[src/rtl/mips_cpu_pkg.sv]
// -----------------------------------------------------------------------------
// mips_cpu_pkg
// Shared types and constants for the multicycle MIPS-compatible core.
//   state_t      : step encoding decoded by the combinational controller.
//   RESET_VECTOR : boot address loaded by the PC register on reset.
//   is_active()  : true for the steps in which the core is executing.
// -----------------------------------------------------------------------------
package mips_cpu_pkg;

   // Encodings are fixed because the controller decodes them directly.
   // Values 5 and 6 are unused and treated as illegal by the sequencer.
   typedef enum logic [2:0] {
      ST_IDLE   = 3'd0,
      ST_FETCH  = 3'd1,
      ST_DECODE = 3'd2,
      ST_EXEC1  = 3'd3,
      ST_EXEC2  = 3'd4,
      ST_HALTED = 3'd7
   } state_t;

   localparam logic [31:0] RESET_VECTOR = 32'hBFC00000;

   // Steps during which the core is running an instruction.
   function automatic logic is_active(input state_t st);
      return (st == ST_FETCH) || (st == ST_DECODE) ||
             (st == ST_EXEC1) || (st == ST_EXEC2);
   endfunction

endpackage

[src/rtl/mips_cpu_state_sequencer_if.sv]
// -----------------------------------------------------------------------------
// mips_cpu_state_sequencer_if
// Bundle between the step sequencer and the rest of the core.
//   waitrequest  : memory not ready, hold the current access
//   mem_access   : controller asserts memread|memwrite in the current step
//   jump_to_zero : current instruction redirects the PC to 0 (valid in EXEC2)
//   state        : current step, to the controller
//   active       : core executing
//   retire       : one-cycle pulse after an instruction completes
//   cycle_count  : cycles spent active
//   instr_count  : instructions retired
// Modports: master = sequencer side, slave = controller/datapath side.
// -----------------------------------------------------------------------------
interface mips_cpu_state_sequencer_if
   import mips_cpu_pkg::*;
#(
   parameter int CNT_W = 32
);

   logic             waitrequest;
   logic             mem_access;
   logic             jump_to_zero;
   state_t           state;
   logic             active;
   logic             retire;
   logic [CNT_W-1:0] cycle_count;
   logic [CNT_W-1:0] instr_count;

   modport master (
      input  waitrequest,
      input  mem_access,
      input  jump_to_zero,
      output state,
      output active,
      output retire,
      output cycle_count,
      output instr_count
   );

   modport slave (
      output waitrequest,
      output mem_access,
      output jump_to_zero,
      input  state,
      input  active,
      input  retire,
      input  cycle_count,
      input  instr_count
   );

endinterface

[src/rtl/mips_cpu_counter.sv]
// -----------------------------------------------------------------------------
// mips_cpu_counter
// Free-running CNT_W-bit counter with enable and asynchronous active-low
// clear. Wraps modulo 2^CNT_W, no saturation.
//   clk   : clock, rising edge
//   rst_n : asynchronous active-low clear
//   en    : count this edge
//   count : current value
// -----------------------------------------------------------------------------
module mips_cpu_counter #(
   parameter int CNT_W = 32
) (
   input  logic             clk,
   input  logic             rst_n,
   input  logic             en,
   output logic [CNT_W-1:0] count
);

   logic [CNT_W-1:0] count_q;
   logic [CNT_W-1:0] count_d;

   always_comb begin
      count_d = count_q;
      if (en) begin
         count_d = count_q + {{(CNT_W-1){1'b0}}, 1'b1};
      end
   end

   always_ff @(posedge clk or negedge rst_n) begin
      if (!rst_n) begin
         count_q <= '0;
      end else begin
         count_q <= count_d;
      end
   end

   assign count = count_q;

endmodule

[src/rtl/mips_cpu_state_sequencer.sv]
// -----------------------------------------------------------------------------
// mips_cpu_state_sequencer
// Multicycle step sequencer: IDLE -> FETCH -> DECODE -> EXEC1 -> EXEC2 ->
// FETCH ..., stalling on memory wait-states and stopping in HALTED when an
// instruction jumps to address 0. Keeps cycle and retired-instruction counts.
//   clk   : clock, rising edge
//   rst_n : asynchronous active-low reset
//   bus   : master side of mips_cpu_state_sequencer_if (see interface header)
// All outputs are registered; no combinational input-to-output path.
// -----------------------------------------------------------------------------
module mips_cpu_state_sequencer
   import mips_cpu_pkg::*;
#(
   parameter int CNT_W = 32
) (
   input  logic                          clk,
   input  logic                          rst_n,
   mips_cpu_state_sequencer_if.master    bus
);

   state_t state_q;
   state_t state_d;
   logic   active_q;
   logic   active_d;
   logic   retire_q;
   logic   retire_d;
   logic   cyc_en;
   logic   ins_en;
   logic   mem_stall;

   // A memory-access step only stalls when the controller actually uses
   // memory in it; FETCH always reads, so it checks waitrequest alone.
   assign mem_stall = bus.mem_access && bus.waitrequest;

   always_comb begin
      state_d  = state_q;
      retire_d = 1'b0;
      ins_en   = 1'b0;
      cyc_en   = is_active(state_q);
      case (state_q)
         ST_IDLE: begin
            state_d = ST_FETCH;
         end
         ST_FETCH: begin
            if (!bus.waitrequest) begin
               state_d = ST_DECODE;
            end
         end
         ST_DECODE: begin
            state_d = ST_EXEC1;
         end
         ST_EXEC1: begin
            if (!mem_stall) begin
               state_d = ST_EXEC2;
            end
         end
         ST_EXEC2: begin
            // jump_to_zero is only looked at on the exit edge, so a stall
            // defers its sampling until the memory access completes.
            if (!mem_stall) begin
               retire_d = 1'b1;
               ins_en   = 1'b1;
               state_d  = bus.jump_to_zero ? ST_HALTED : ST_FETCH;
            end
         end
         ST_HALTED: begin
            state_d = ST_HALTED;
         end
         default: begin
            // Illegal encodings park the core; not active, so counters freeze.
            state_d = ST_HALTED;
         end
      endcase
      active_d = is_active(state_d);
   end

   always_ff @(posedge clk or negedge rst_n) begin
      if (!rst_n) begin
         state_q  <= ST_IDLE;
         active_q <= 1'b0;
         retire_q <= 1'b0;
      end else begin
         state_q  <= state_d;
         active_q <= active_d;
         retire_q <= retire_d;
      end
   end

   mips_cpu_counter #(
      .CNT_W (CNT_W)
   ) u_cycle_cnt (
      .clk   (clk),
      .rst_n (rst_n),
      .en    (cyc_en),
      .count (bus.cycle_count)
   );

   mips_cpu_counter #(
      .CNT_W (CNT_W)
   ) u_instr_cnt (
      .clk   (clk),
      .rst_n (rst_n),
      .en    (ins_en),
      .count (bus.instr_count)
   );

   assign bus.state  = state_q;
   assign bus.active = active_q;
   assign bus.retire = retire_q;

endmodule

[src/flat_wrapper.sv]
// flat-port wrapper written by rule: the top's interface ports become plain ports
module mips_cpu_state_sequencer_flat import mips_cpu_pkg::*;
#(
   parameter int CNT_W = 32
)
  (clk, rst_n, bus_waitrequest, bus_mem_access, bus_jump_to_zero, bus_state, bus_active, bus_retire, bus_cycle_count, bus_instr_count);
  mips_cpu_state_sequencer_if #(.CNT_W(CNT_W)) bus_i ();
  input  logic clk;
  input  logic rst_n;
  input wire logic [$bits(bus_i.waitrequest)-1:0] bus_waitrequest;
  input wire logic [$bits(bus_i.mem_access)-1:0] bus_mem_access;
  input wire logic [$bits(bus_i.jump_to_zero)-1:0] bus_jump_to_zero;
  output wire logic [$bits(bus_i.state)-1:0] bus_state;
  output wire logic [$bits(bus_i.active)-1:0] bus_active;
  output wire logic [$bits(bus_i.retire)-1:0] bus_retire;
  output wire logic [$bits(bus_i.cycle_count)-1:0] bus_cycle_count;
  output wire logic [$bits(bus_i.instr_count)-1:0] bus_instr_count;
  assign bus_i.waitrequest = bus_waitrequest;
  assign bus_i.mem_access = bus_mem_access;
  assign bus_i.jump_to_zero = bus_jump_to_zero;
  assign bus_state = bus_i.state;
  assign bus_active = bus_i.active;
  assign bus_retire = bus_i.retire;
  assign bus_cycle_count = bus_i.cycle_count;
  assign bus_instr_count = bus_i.instr_count;
  mips_cpu_state_sequencer #(.CNT_W(CNT_W)) u_core (.clk(clk), .rst_n(rst_n), .bus(bus_i));
endmodule
[config.mk]
export PLATFORM = sky130hd
export DESIGN_NAME = mips_cpu_state_sequencer_flat
export DESIGN_NICKNAME = d
export VERILOG_FILES = /design/src/rtl/mips_cpu_pkg.sv /design/src/rtl/mips_cpu_state_sequencer_if.sv /design/src/rtl/mips_cpu_counter.sv /design/src/rtl/mips_cpu_state_sequencer.sv /design/src/flat_wrapper.sv
export SDC_FILE = /design/constraint.sdc
export NUM_CORES = 1
export LEC_CHECK = 0
export ABC_AREA = 1
export BUFFER_PORTS_ARGS = -buffer_cell sky130_fd_sc_hd__buf_2
export CAP_MARGIN = 20
export CORE_ASPECT_RATIO = 1.2
export CORE_MARGIN = 10
export CORE_UTILIZATION = 45
export DETAILED_ROUTE_END_ITERATION = 8
export PLACE_DENSITY_LB_ADDON = 0.1
export SLEW_MARGIN = 10
export SYNTH_ARGS = -nofsm -noshare
export SYNTH_HDL_FRONTEND = slang
export SYNTH_SLANG_ARGS = --single-unit
[constraint.sdc]
create_clock -name clk -period 4.1 [get_ports clk]
set_input_delay 0.205 -clock clk [delete_from_list [all_inputs] [get_ports clk]]
set_output_delay 0.205 -clock clk [all_outputs]
set_load 0.01 [all_outputs]
==> run_results.csv <==
group,metric,value,unit
outcome,status,"finished, final reports clean",
critical_path,worstSetupStartpointType,"flop",
timing,relSlewSlack,0.660,
yosys,ys_types,27,
timing,tns,0,ns
floorplan,num_rows,37,
drt,wl,10.4,mm
pwr,fin_total_pwr,1.40,mW
critical_path,crit_slowest_cell,"dfrtp_1",
yosys,synthTopCellsByCount,"nand2_1 (207), nor2_1 (70), dfrtp_1 (69), inv_1 (61), nand3_1 (27)",
finish,fillCellCount,839,
grt,track_usage,0.168,
grt,antenna_found_initial,0,
grt,globalRouteOverflowTotal,0,
timing,setup_viol,0,
grt,grt_max_degree,44,
critical_path,crit_type,"reg -> reg",
timing,fin_ws,2.26,ns
yosys,ys_ff_latch,69,
finish,area_growth,19.4,%
clock_network,htree_num_levels,3,
drt,drtIter0Drc,124,
drt,avgRoutedWirePerCell,14.0,um
clock_network,cts-buffers-inserted,9,
pwr,power.density,296,nW/um^2
critical_path,crit_path_start,"u_core.bus.state[0]",
drt,vias,3640,
clock_network,cts_buffer_depth,2,
clock_network,post-cts-setup-buffers,0,
job,cap_violations,0,
yosys,yosysTopAreaCellShare,0.437,
clock_network,clockRootBuffer,"clkbuf_8",
placement,place_area,4440,sq um
yosys,syn-num-nets,547,
pwr,peakVddDrop,185,uV
critical_path,crit_path_frequent_cell,"nand2_1",
timing,rsz0062_at_grt,"false",
floorplan,coreArea,8560,sq um
floorplan,io_pins,74,
placement,portBuffers,73,
timing,drv_slew,0,
finish,antenna_cells,0,
yosys,synth_top_cell_by_area,"dfrtp_1",
finish,fin_cells,746,
yosys,synth-main-ff-cell,"dfrtp_1",
placement,dp_hpwl,8.06,mm
finish,drive_above_1_share,0.183,
timing,post-route-period-util,0.450,
yosys,ys_warn_count,0,
critical_path,reg2reg_slack,2.26,ns
finish,fin_area,4720,sq um
timing,fmaxAchievable,543,MHz
clock_network,cts_tree,"yes",
clock_network,numClockSinks,69,
yosys,avgSynthCellArea,7.32,sq um
timing,layout_min_cycle_time,1.84,ns
critical_path,endpoint,"u_core.u_cycle_cnt.count[25]",
floorplan,fp.dieW,106,um
floorplan,start_util,0.462,
timing,hold_viol_final,0,
drt,drt_pass1_iterations,4,
yosys,async_flop_share,1.00,
clock_network,clk-insertion-delay-late,0.35,ns
critical_path,reg2regPathDepth,8,
grt,grt_pass1_wl,17.6,mm
placement,globalplace.congestion,0.926,
placement,pre_cts_ws,2.29,ns
yosys,synth.most_common_cell,"nand2_1",
clock_network,path_clk_slew,0.08,ns
critical_path,cp-end-kind,"flop",
yosys,synth_edf_count,0,
critical_path,max_stage_delay,0.46,ns
yosys,synth_area_leaders,"dfrtp_1 (44%), nand2_1 (20%), nor2_1 (6.6%), inv_1 (5.8%), xor2_1 (3.5%)",
min_path,min_path_type,"in -> reg",
floorplan,die_h,123,um
critical_path,crit_required,4.35,ns
yosys,synth_area,3960,sq um
critical_path,r2r_start,"u_core.bus.state[0]",
grt,first_global_vias,3665,
placement,dp.cells,728,
drt,vias_per_cell,4.88,
critical_path,arrival,2.09,ns
finish,final_nets,631,
pwr,leakagePower,2.47,nW
critical_path,crit_chain,"nor2_4, nand2_1, nand2_2, nand3_1, nor2_1, nand2_1, nand2_1, nand2_1",
floorplan,die-area,13000,sq um
critical_path,worstPathMaxFanout,22,
critical_path,r2r_end,"u_core.u_cycle_cnt.count[25]",
yosys,syn_inst,540,
drt,ant_nets,0,
timing,worst_slew_pin_slew,0.508,ns
timing,skew,0.00766,ns
yosys,seq_area_frac_synth,0.437,
drt,drc,0,
==> metal layers <==
layer	track usage	up-vias	wire length, um
li1	-	1849	-
met1	0.182	1690	4230
met2	0.309	87	5590
met3	0.0341	14	405
met4	0.0763	0	212
met5	0	-	0
==> stage by stage <==
| stage | hold slack [ns] | utilization |
|---|---|---|
| 4_1_cts | 0.0414 | 0.548 |
| 5_1_grt | 0.201 | 0.551 |
| 3_3_place_gp | 0.419 | 0.519 |
| 6_report | 0.208 | 0.551 |
| 2_1_floorplan | -0.0906 | - |
| 3_5_place_dp | 0.423 | 0.519 |
==> area by class of cell <==
type,instances,area (sq um),share of cell area
clock buffers,11,141,0.0299
clock inverters,5,108,0.0228
inverters,64,240,0.0509
multi-input cells,404,1960,0.415
flip-flops and latches,69,1730,0.366
well taps,117,146,0.0310
repair buffers,76,403,0.0853
==> cell families (layout without fill, tap and decap cells) <==
group	count (synthesis)	in the layout	synth area share
compound gates	12	12	0.0158
xor+xnor	30	30	0.0664
fa+ha+maj	2	2	0.00633
buf+inv	67	156	0.0683
flops	69	69	0.437
simple gates	360	360	0.407
==> registers in the layout (all words and copies together), names as in the netlist <==
signal / count
u_core.bus.state: 3
u_core.u_instr_cnt.count: 32
u_core.bus.active: 1
u_core.u_cycle_cnt.count: 32
u_core.bus.retire: 1
==> critical path, delay by kind of cell, from the launching register on <==
family	cells	cell delay [ns]
flip-flops	1	0.46
AND/OR/NAND/NOR	8	1.26
==> layout by cell type, fill, tap and decap left out, drive strengths merged <==
cell type	count
o31ai	1
and2	3
inv	64
ha	2
nor2	82
a21oi	2
buf	75
nand3b	10
clkinv	2
o21ai	9
xnor2	14
nand4	15
nand3	29
clkbuf	11
nor3	9
bufinv	3
xor2	16
dfrtp	69
dlygate4sd3	1
nand2	212
==> report_power, final <==
| group | leakage (nW) | internal [mW] | switching [mW] |
|---|---|---|---|
| sequential | 0.938 | 0.680 | 0 |
| combinational | 1.41 | 0.00470 | 0.0156 |
| clock | 0.124 | 0.423 | 0.275 |
==> worst min-delay path by stage <==
stage | startpoint | end | cells past startpoint
2_1_floorplan | rst_n | u_core.bus.active | 0
3_3_place_gp | rst_n | u_core.u_cycle_cnt.count[5] | 1
3_5_place_dp | rst_n | u_core.u_cycle_cnt.count[0] | 1
4_1_cts | rst_n | u_core.u_cycle_cnt.count[0] | 1
5_1_grt | bus_jump_to_zero | u_core.bus.state[2] | 3
6_report | bus_jump_to_zero | u_core.bus.state[2] | 3
==> repair_timing <==
action / 4_1_cts / 5_1_grt
resized for setup: 0 / 0
endpoints found under the hold margin: 0 / 9
hold buffers: 0 / 1
Power figures use the tool's default switching activity.
